--- config.mk ---
export PLATFORM = sky130hd
export DESIGN_NAME = gray_seq_decoder
export DESIGN_NICKNAME = d
export VERILOG_FILES = /design/src/rtl/gray_seq_decoder.sv
export SDC_FILE = /design/constraint.sdc
export NUM_CORES = 1
export LEC_CHECK = 0
export BUFFER_PORTS_ARGS = -buffer_cell sky130_fd_sc_hd__buf_2
export CAP_MARGIN = 25
export CORE_MARGIN = 8
export CORE_UTILIZATION = 40
export CTS_CLUSTER_DIAMETER = 120
export CTS_CLUSTER_SIZE = 14
export DETAILED_ROUTE_END_ITERATION = 8
export HOLD_SLACK_MARGIN = 0.05
export PLACE_DENSITY_LB_ADDON = 0.2
export SLEW_MARGIN = 20
export SYNTH_ARGS = -nofsm -noshare
export SYNTH_HDL_FRONTEND = slang
export SYNTH_SLANG_ARGS = --single-unit
export TNS_END_PERCENT = 30
--- constraint.sdc ---
create_clock -name clk -period 5.8 [get_ports clk]
set_clock_uncertainty 0.1 [all_clocks]
set_input_delay 0.87 -clock clk [delete_from_list [all_inputs] [get_ports clk]]
set_output_delay 0.87 -clock clk [all_outputs]
set_load 0.01 [all_outputs]
--- src/rtl/gray_seq_decoder.sv ---
`default_nettype none
// ============================================================================
// Module   : gray_seq_decoder
// Purpose  : Gray-to-binary decoder with sequence tracking. It locks onto a
//            Gray count that increments cleanly and flags wraps and sequence
//            breaks. The optional error counter is enabled by the macro
//            GRAY_DEC_ERR_CNT_EN.
// Revision : 1.0 - initial release
// ============================================================================
module gray_seq_decoder #(
    parameter int WIDTH    = 3,
    parameter int LOCK_CNT = 2
) (
    input  logic             clk,
    input  logic             reset,
    input  logic             in_valid,
    input  logic [WIDTH-1:0] gray_in,
    output logic [WIDTH-1:0] bin_out,
    output logic             bin_valid,
    output logic             locked,
    output logic             wrap,
    output logic             seq_err,
    output logic [7:0]       err_cnt
);

    typedef enum logic [1:0] {
        S_SEARCH = 2'd0,
        S_TRACK  = 2'd1,
        S_LOCKED = 2'd2
    } state_t;

    localparam logic [3:0]       C_LOCK_CNT = 4'(LOCK_CNT);
    localparam logic [WIDTH-1:0] C_ONE      = {{(WIDTH-1){1'b0}}, 1'b1};

    state_t           r_state;
    logic [3:0]       r_good_cnt;
    logic [WIDTH-1:0] r_ref;
    logic             r_bin_valid;
    logic             r_locked;
    logic             r_wrap;
    logic             r_seq_err;

    logic [WIDTH-1:0] w_bin;
    logic [WIDTH-1:0] w_next;
    logic             w_correct;
    logic [3:0]       w_good_inc;

    // Each binary bit is the XOR of all Gray bits at or above its position.
    generate
        for (genvar i = 0; i < WIDTH; i++) begin : g_bin
            assign w_bin[i] = ^(gray_in >> i);
        end
    endgenerate

    assign w_next     = r_ref + C_ONE;
    assign w_correct  = (w_bin == w_next);
    assign w_good_inc = r_good_cnt + 4'd1;

    always_ff @(posedge clk) begin
        if (reset) begin
            r_state     <= S_SEARCH;
            r_good_cnt  <= 4'd0;
            r_ref       <= '0;
            r_bin_valid <= 1'b0;
            r_locked    <= 1'b0;
            r_wrap      <= 1'b0;
            r_seq_err   <= 1'b0;
        end else begin
            r_bin_valid <= 1'b0;
            r_wrap      <= 1'b0;
            r_seq_err   <= 1'b0;
            if (in_valid) begin
                r_ref       <= w_bin;
                r_bin_valid <= 1'b1;
                case (r_state)
                    S_SEARCH: begin
                        r_good_cnt <= 4'd0;
                        r_state    <= S_TRACK;
                    end
                    S_TRACK: begin
                        if (w_correct) begin
                            r_good_cnt <= w_good_inc;
                            if (w_good_inc == C_LOCK_CNT) begin
                                r_state  <= S_LOCKED;
                                r_locked <= 1'b1;
                            end
                        end else begin
                            r_good_cnt <= 4'd0;
                        end
                    end
                    S_LOCKED: begin
                        if (w_correct) begin
                            r_wrap <= (w_bin == '0);
                        end else begin
                            r_seq_err  <= 1'b1;
                            r_good_cnt <= 4'd0;
                            r_state    <= S_TRACK;
                            r_locked   <= 1'b0;
                        end
                    end
                    default: begin
                        r_good_cnt <= 4'd0;
                        r_state    <= S_SEARCH;
                        r_locked   <= 1'b0;
                    end
                endcase
            end
        end
    end

    assign bin_out   = r_ref;
    assign bin_valid = r_bin_valid;
    assign locked    = r_locked;
    assign wrap      = r_wrap;
    assign seq_err   = r_seq_err;

`ifdef GRAY_DEC_ERR_CNT_EN
    logic [7:0] r_err_cnt;
    logic       w_break;

    // Counts on the same edge that raises seq_err.
    assign w_break = in_valid && (r_state == S_LOCKED) && !w_correct;

    always_ff @(posedge clk) begin
        if (reset) begin
            r_err_cnt <= 8'd0;
        end else if (w_break && (r_err_cnt != 8'hFF)) begin
            r_err_cnt <= r_err_cnt + 8'd1;
        end
    end

    assign err_cnt = r_err_cnt;
`else
    assign err_cnt = 8'd0;
`endif

endmodule
`default_nettype wire

Word-level counts from Yosys, hierarchy flattened. Cells that the tools add are included.

Flip-flop bits (word level): 13. Output and inout bits: 15. Logic and storage cells: 43.

Muxes and demuxes: 13. Eq/ne operators: 7. Reduce and logical (&&, ||, !) cells: 10. Add/subtract/negate cells: 2. Bitwise logic cells: 4.

Operators by type and width (number): $reduce_xor 3->1 (3); $mux 4 (2); $pmux 4 s2 (1); $mux 2 (3); $ne 2x2->1 const B (3); $pmux 2 s3 (1); $mux 1 (5); $reduce_and 5->1 (1); $add 4x1->4 const B (1); $eq 4x2->1 const B (1); $not 1->1 (4); $reduce_and 4->1 (1); $reduce_or 4->1 (1); $add 3x1->3 const B (1); $eq 3x3->1 (1); $logic_not 3->1 (1); $pmux 1 s3 (1); $reduce_or 3->1 (1); $eq 2x1->1 const B (1); $eq 2x2->1 const B (1); $logic_not 2->1 (1); $reduce_and 2->1 (1).

Logic depth before layout (Yosys ltp). Gate-level depths: netlist of run 1.

Word-level depth: 5. Mapped depth: 6. Mapped depth without buffers: 6.

Worst setup path after synthesis of run 1. No wires, ideal clock.

Path type: input -> register. Start point: in gray_in[2]. End point: reg r_state[0]. Data arrival time: 2.252 ns. Setup time: 0.122 ns. Path buffers: 0. Required time: 5.578 ns. Stages on the path: 5. Path slack: 3.326 ns. Path through: xnor2_1 > xor3_1 > a2111oi_4 > a2111oi_1 > a311o_1.

Word-level cells in the longest chain between the ends: 4. Elaborated cells between the ends (all ways): 7. Those cells by class: eq/ne (3); reduce/logical (4).

Ends and longest elaborated chain: from (decl) (line 17) `input logic [WIDTH-1:0] gray_in,`; $reduce_xor 3->1 (line 51) `assign w_bin[i] = ^(gray_in >> i);`; $eq 3x3->1 (*) (line 56) `assign w_correct = (w_bin == w_next);`; $ne 2x2->1 (no source line); $reduce_and 4->1 (no source line) (*); to (signal assigned) (line 61) `r_state <= S_SEARCH;`; to (signal assigned) (line 78) `r_state <= S_TRACK;`; to (signal assigned) (line 84) `r_state <= S_LOCKED;`; to (decl) (line 35) `state_t r_state;`.

Mark *: on every way between the ends. The rest lies on a longest branch, timed or not. A chain may end at the register's enable or synchronous reset.

Final worst setup path of run 1. Ends and elaborated chain as after synthesis.

==> results_tabular.tex, run 1 <==
\begin{tabular}{lr}
\hline
Metric & Value \\
\hline
\multicolumn{2}{l}{\textbf{Status}} \\
\quad Run status & complete, no violations \\
\multicolumn{2}{l}{\textbf{STA}} \\
\quad Final-report setup violation count & 0 \\
\quad Final critical-path share of the clock period & 0.4245 \\
\quad Endpoints failing hold & 0 \\
\quad Final Max Slew Viols & 0 \\
\quad Shortest clock period the worst path allows after layout & 2.462 ns \\
\quad Post-Route Hold Slack & 0.4234 ns \\
\quad Fin Setup TNS & 0 ns \\
\quad RSZ-0062 raised after global routing & no \\
\quad Max Clock Freq & 0.4061 GHz \\
\multicolumn{2}{l}{\textbf{Setup path}} \\
\quad Cells along the critical path & buf\_2, xnor2\_1, xor3\_1, a2111oi\_4, a2111oi\_1, a311o\_1 \\
\quad Startpoint types & input pin \\
\quad Type of destination of the critical path & register \\
\quad Cell with the largest stage delay on the worst path & sky130\_fd\_sc\_hd\_\_a2111oi\_4 \\
\quad Worst r2r src & bin\_out[0]\$\_SDFFE\_PP0P\_ \\
\quad Buffering stage count on the worst path with inverters included & 1 \\
\quad Required time of the critical path & 5.87 ns \\
\quad Cell type group with the largest total delay on the critical path & compound AO/OA/AOI/OAI gates \\
\quad Highest net fanout along the worst path & 5 \\
\quad Worst setup path startpoint & gray\_in[2] \\
\quad Data arrival time at the worst-slack endpoint & 2.54 ns \\
\quad Crit path largest cell delay & 0.43 ns \\
\quad Crit path kind & input pin to register \\
\multicolumn{2}{l}{\textbf{Detailed routing}} \\
\quad Routed via count divided by cell count & 5.111 \\
\quad Number of antenna-violating nets in the routed design & 0 \\
\quad Count of routing violations after the opening detailed-route iteration & 25 \\
\quad Number of design rule violations left after detail routing & 0 \\
\quad DR vias & 644 \\
\quad Per-cell routed wire length & 13.29 µm \\
\quad Routed wire length & 1675 µm \\
\quad Detailed-routing iteration count for the pre-antenna-repair pass & 4 \\
\multicolumn{2}{l}{\textbf{Clock tree}} \\
\quad Total number of H-tree levels & 1 \\
\quad \# clock sinks & 13 \\
\quad Setup bufs post-CTS & 0 \\
\quad Post-cts hold buffer count & 0 \\
\quad Worst-case clock buffer depth & 2 \\
\quad CTS tree & built \\
\quad Clock transition at the registers of the reported paths & 0.08 ns \\
\quad Cts repair resizes & 0 \\
\quad Root buffer selected by CTS & sky130\_fd\_sc\_hd\_\_clkbuf\_4 \\
\quad Clock insertion delay at the later pin of the skew report & 0.28 ns \\
\quad Cts bufs inserted & 3 \\
\multicolumn{2}{l}{\textbf{Logic synthesis}} \\
\quad YS warnings & 0 \\
\quad Mapped Area & 783.3 µm² \\
\quad Synth top cells by count & sky130\_fd\_sc\_hd\_\_dfxtp\_1, sky130\_fd\_sc\_hd\_\_buf\_4, sky130\_fd\_sc\_hd\_\_nand2\_1 \\
\quad Average instance area after synthesis & 9.108 µm² \\
\quad Cell with the most instances after synthesis & sky130\_fd\_sc\_hd\_\_dfxtp\_1 \\
\quad Most area-hungry cell type in the Yosys netlist & sky130\_fd\_sc\_hd\_\_dfxtp\_1 \\
\quad Mapped Cells & 86 \\
\quad Largest cells by area after synthesis & sky130\_fd\_sc\_hd\_\_dfxtp\_1, sky130\_fd\_sc\_hd\_\_buf\_4, sky130\_fd\_sc\_hd\_\_ha\_1 \\
\quad Synth async-reset ratio & 0 \\
\quad Area share of the largest cell type after synthesis & 0.3323 \\
\quad Ys flop type & sky130\_fd\_sc\_hd\_\_dfxtp\_1 \\
\quad Share of synthesized area occupied by flip-flops and latches & 0.3323 \\
\quad Flops \& latches, synth & 13 \\
\quad Number of flops mapped to enable cells by yosys & 0 \\
\quad Yosys cell types & 35 \\
\multicolumn{2}{l}{\textbf{Placed design}} \\
\quad Total of buffers placed on input and output ports & 12 \\
\quad Dpl cells & 122 \\
\quad GP Congestion & 0.7915 \\
\quad Final HPWL from detailed placement & 1270 µm \\
\multicolumn{2}{l}{\textbf{Final layout}} \\
\quad Post-route non-filler standard cell count & 126 \\
\quad Area growth from synthesis to layout & 10.06\% \\
\quad Count of inserted antenna diode cells & 0 \\
\quad Layout net count & 109 \\
\quad Ratio of cells with drive above 1 in the final layout & 0.1818 \\
\multicolumn{2}{l}{\textbf{Floorplanning}} \\
\quad Die height & 60.25 µm \\
\quad Die ar. & 3630 µm² \\
\quad Placeable core region & 1902 µm² \\
\quad Width of the die & 60.25 µm \\
\quad Site row count & 16 \\
\quad Number of primary I/O pins & 21 \\
\quad Starting Density & 0.4118 \\
\multicolumn{2}{l}{\textbf{Power}} \\
\quad Cell Pwr Density & 220.3 nW/µm² \\
\quad Peak ir drop on the vdd network & 0.1650 mV \\
\quad Total leakage power & 0.3555 nW \\
\multicolumn{2}{l}{\textbf{Flow run}} \\
\quad Number of maximum-capacitance violations & 0 \\
\multicolumn{2}{l}{\textbf{Global route}} \\
\quad Number of global-route vias before repair & 574 \\
\quad Aggregate global routing overflow & 0 \\
\quad Antenna violations before repair & 0 \\
\quad Pin count of the biggest net entering global routing & 13 \\
\quad Wire length of the first global-routing pass & 2704 µm \\
\quad Overall fraction of global-route tracks in use & 0.1004 \\
\multicolumn{2}{l}{\textbf{Min path}} \\
\quad Class of the worst hold path & register to register \\
\quad Min-delay src & bin\_out[1]\$\_SDFFE\_PP0P\_ \\
\hline
\end{tabular}
==> sequential cells by signal, indices dropped and copies added, names as in the netlist <==
register	cells
wrap	1
bin_valid	1
seq_err	1
r_good_cnt	4
bin_out	3
r_state	2
locked	1
==> layout make-up <==
| class | instances | area [µm²] |
|---|---|---|
| clock buffer | 4 | 26.28 |
| tap | 27 | 33.78 |
| sequential | 13 | 260.3 |
| timing repair buffer | 12 | 60.06 |
| fill | 206 | 1040 |
| inverter | 5 | 18.77 |
| multi-input combinational | 65 | 462.9 |
==> worst reg2reg max path: cells and delay by family (launching register included) <==
kind            cells  cell delay [ns]
xor+xnor            1             0.15
flops               1             0.35
fa+ha+maj           1             0.31
compound gates      3             0.92
simple gates        1             0.40
==> cells by family (layout without fill, tap and decap cells) <==
group	after synthesis	count (layout)	share of synthesized area
compound gates	18	18	0.2093
mux	3	3	0.03834
other cells	1	8	0.004788
simple gates	28	28	0.1821
buf+inv	15	21	0.1102
flops	13	13	0.3323
xor+xnor	5	5	0.07508
fa+ha+maj	3	3	0.04793
==> per-layer routing <==
metal | vias to the layer above | track usage | share of wire
met4 | 0 | 0.04082 | 0.013
met2 | 28 | 0.1585 | 0.47
li1 | 324 | - | -
met5 | - | 0 | 0
met1 | 288 | 0.1123 | 0.42
met3 | 4 | 0.04731 | 0.10
==> final timing paths <==
kind                        endpoint  slack, ns  cells after the start
max          r_state[0]$_SDFFE_PP0P_       3.34                      6
min reg2reg  bin_out[1]$_SDFFE_PP0P_       0.42                      2
max reg2reg  r_state[0]$_SDFFE_PP0P_       3.46                      6
min          bin_out[1]$_SDFFE_PP0P_       0.42                      2
==> metrics by stage <==
step / power [mW] / setup slack, ns / cell area, µm² / util
floorplan: 0.1290 / 3.326 / 809.5 / -
global placement: 0.1344 / 3.078 / 835.8 / 0.4395
CTS: 0.1921 / 3.333 / 862.1 / 0.4533
global route: 0.2023 / 3.261 / 862.1 / 0.4533
detailed placement: 0.1350 / 3.040 / 835.8 / 0.4395
finish: 0.1899 / 3.338 / 862.1 / 0.4533
==> report_power, final <==
part | leakage (nW) | total [mW] | internal [mW] | switching (mW)
combinational | 0.235 | 0.0370 | 0.0144 | 0.0226
clock | 0.0150 | 0.0569 | 0.0267 | 0.0302
sequential | 0.106 | 0.0959 | 0.0923 | 0.00364
==> cells in the final DEF (no fill, tap or decap), drive strengths merged, types with 3 or more instances in the layout <==
| cell | Yosys | layout |
|---|---|---|
| nand3 | 3 | 3 |
| inv | 5 | 5 |
| nor3 | 5 | 5 |
| nand2 | 7 | 7 |
| a21oi | 3 | 3 |
| clkbuf | 2 | 4 |
| buf | 8 | 12 |
| ha | 3 | 3 |
| a2111oi | 3 | 3 |
| conb | 1 | 8 |
| dfxtp | 13 | 13 |
| mux2i | 3 | 3 |
| nor2 | 4 | 4 |
Power figures use the tool's default switching activity.
==> inputs of run 2 (changes only) <==
Clock period 5.8 ns to 2.29 ns, I/O delays scaled along.
==> results_tabular.tex, run 2 (synthesized netlist as in run 1, its figures left out) <==
\begin{tabular}{lr}
\hline
Metric & Value \\
\hline
\multicolumn{2}{l}{\textbf{Power}} \\
\quad Cell Pwr Density & 547.5 nW/µm² \\
\quad Part of the total power dissipated in sequential elements & 0.497 \\
\quad Total leakage power & 0.3717 nW \\
\quad Pint & 0.3461 mW \\
\quad Comb power frac & 0.213 \\
\quad Switching power as a share of total power & 0.2894 \\
\quad Net switching power & 0.1410 mW \\
\quad Part of the total power dissipated in the clock network & 0.290 \\
\quad Peak ir drop on the vdd network & 0.3648 mV \\
\quad Total design power & 0.4871 mW \\
\multicolumn{2}{l}{\textbf{Clock tree}} \\
\quad Clock transition at the registers of the reported paths & 0.08 ns \\
\quad Total number of H-tree levels & 1 \\
\quad Cts bufs inserted & 3 \\
\quad Worst-case clock buffer depth & 2 \\
\quad Root buffer selected by CTS & sky130\_fd\_sc\_hd\_\_clkbuf\_4 \\
\quad CTS tree & built \\
\quad \# clock sinks & 13 \\
\quad Post-cts hold buffer count & 0 \\
\quad Clock insertion delay at the later pin of the skew report & 0.28 ns \\
\multicolumn{2}{l}{\textbf{Final layout}} \\
\quad Area growth from synthesis to layout & 13.58\% \\
\quad Sequential cell area in the final layout & 260.3 µm² \\
\quad Final standard cell utilization of the core & 0.4678 \\
\quad Commonest non-fill, non-tap cells in the layout & sky130\_fd\_sc\_hd\_\_dfxtp\_1, sky130\_fd\_sc\_hd\_\_buf\_2, sky130\_fd\_sc\_hd\_\_conb\_1 \\
\quad Ratio of cells with drive above 1 in the final layout & 0.2157 \\
\quad Layout net count & 112 \\
\quad Most flops, register & r\_good\_cnt \\
\quad Number of flip-flops in the largest register & 4 \\
\quad Post-route non-filler standard cell count & 129 \\
\quad Multi-input logic area & 467.9 µm² \\
\quad Count of inserted antenna diode cells & 0 \\
\quad Final design instance area without fill & 889.6 µm² \\
\quad Number of inserted filler cells in the final layout & 185 \\
\quad Most common cell after layout, fill and taps aside & sky130\_fd\_sc\_hd\_\_dfxtp\_1 \\
\multicolumn{2}{l}{\textbf{STA}} \\
\quad Shortest clock period the worst path allows after layout & 2.172 ns \\
\quad Post-Route Hold Slack & 0.2853 ns \\
\quad RSZ-0062 raised after global routing & no \\
\quad Final critical-path share of the clock period & 0.9484 \\
\quad Slack of the critical path & 0.1181 ns \\
\quad Fin Setup TNS & 0 ns \\
\quad Final Max Slew Viols & 0 \\
\quad Endpoints failing hold & 0 \\
\quad Final-report setup violation count & 0 \\
\quad Max Clock Freq & 0.4604 GHz \\
\multicolumn{2}{l}{\textbf{Min path}} \\
\quad Class of the worst hold path & input pin to register \\
\quad End point of the most critical hold path & wrap\$\_SDFF\_PP0\_ \\
\quad Number of instances on the worst hold path & 3 \\
\quad Min-delay src & gray\_in[0] \\
\multicolumn{2}{l}{\textbf{Global route}} \\
\quad Number of global-route vias before repair & 612 \\
\quad Overall fraction of global-route tracks in use & 0.09808 \\
\quad Wire length of the first global-routing pass & 2649 µm \\
\quad Antenna violations before repair & 0 \\
\quad Aggregate global routing overflow & 0 \\
\quad Pin count of the biggest net entering global routing & 13 \\
\multicolumn{2}{l}{\textbf{Placed design}} \\
\quad Dpl cells & 125 \\
\quad GP Congestion & 0.7781 \\
\quad Total of buffers placed on input and output ports & 12 \\
\quad Area of placed instances & 858.3 µm² \\
\quad Dpl ws & 0.05216 ns \\
\quad Final HPWL from detailed placement & 1246 µm \\
\multicolumn{2}{l}{\textbf{Detailed routing}} \\
\quad Routed wire length & 1648 µm \\
\quad Number of antenna-violating nets in the routed design & 0 \\
\quad Per-cell routed wire length & 12.78 µm \\
\quad Detailed-routing iteration count for the pre-antenna-repair pass & 4 \\
\quad Routed via count divided by cell count & 5.078 \\
\quad Count of routing violations after the opening detailed-route iteration & 12 \\
\quad DR vias & 655 \\
\quad Number of design rule violations left after detail routing & 0 \\
\multicolumn{2}{l}{\textbf{Floorplanning}} \\
\quad Width of the die & 60.25 µm \\
\quad Site row count & 16 \\
\quad Number of primary I/O pins & 21 \\
\quad Placeable core region & 1902 µm² \\
\quad Starting Density & 0.4118 \\
\quad Die ar. & 3630 µm² \\
\quad Die height & 60.25 µm \\
\multicolumn{2}{l}{\textbf{Setup path}} \\
\quad Type of destination of the critical path & register \\
\quad Worst r2r src & bin\_out[0]\$\_SDFFE\_PP0P\_ \\
\quad Crit path kind & register to register \\
\quad Endpoint of the worst-slack reg-to-reg timing path & r\_state[0]\$\_SDFFE\_PP0P\_ \\
\quad Reg2reg setup slack & 0.12 ns \\
\quad Number of cells on the worst reg-to-reg path & 6 \\
\quad Data arrival time at the worst-slack endpoint & 2.24 ns \\
\quad Required time of the critical path & 2.36 ns \\
\quad Startpoint types & register \\
\quad Highest net fanout along the worst path & 4 \\
\multicolumn{2}{l}{\textbf{Flow run}} \\
\quad Number of maximum-capacitance violations & 0 \\
\multicolumn{2}{l}{\textbf{Status}} \\
\quad Run status & complete, no violations \\
\hline
\end{tabular}
## run 2: how the worst max path moves through the flow
stage / startpoint / endpoint / cells after the start
6_report: bin_out[0]$_SDFFE_PP0P_ / r_state[0]$_SDFFE_PP0P_ / 6
5_1_grt: bin_out[0]$_SDFFE_PP0P_ / locked$_SDFFE_PP0P_ / 6
4_1_cts: bin_out[0]$_SDFFE_PP0P_ / r_state[0]$_SDFFE_PP0P_ / 6
3_5_place_dp: bin_out[0]$_SDFFE_PP0P_ / r_state[0]$_SDFFE_PP0P_ / 6
3_3_place_gp: bin_out[0]$_SDFFE_PP0P_ / r_state[0]$_SDFFE_PP0P_ / 6
2_1_floorplan: bin_out[0]$_SDFFE_PP0P_ / r_state[0]$_SDFFE_PP0P_ / 6
## run 2: per-layer routing
layer,part of all wire,GRT usage
met5,0,0
met4,0.012,0.04082
met3,0.083,0.04086
met2,0.47,0.1601
met1,0.43,0.1083
## run 2: cell type report
type	count	area share
Inverter	5	0.02110
Timing Repair Buffer	15	0.09283
Multi-Input combinational cell	65	0.5260
Sequential cell	13	0.2925
Clock buffer	4	0.02954
Tap cell	27	0.03797
## run 2: critical path, cell delays in order, from the launching register on
cell	delay, ns
sky130_fd_sc_hd__dfxtp_1	0.34
sky130_fd_sc_hd__ha_1	0.31
sky130_fd_sc_hd__xor2_1	0.16
sky130_fd_sc_hd__or3_4	0.36
sky130_fd_sc_hd__a2111oi_4	0.35
sky130_fd_sc_hd__a2111oi_1	0.13
sky130_fd_sc_hd__a311o_1	0.32
## run 2: power groups by stage
stage          Clock, mW  Combinational, mW  Sequential [mW]
4_1_cts            0.149              0.102            0.242
6_report           0.141              0.104            0.242
3_5_place_dp           0              0.101            0.248
3_3_place_gp           0              0.100            0.247
2_1_floorplan          0             0.0779            0.249
5_1_grt            0.162              0.116            0.244
## run 2: repair_timing
action / in CTS / in global routing
setup endpoints to repair: 0 / 4
resized for setup: 0 / 1
buffers inserted: 0 / 0
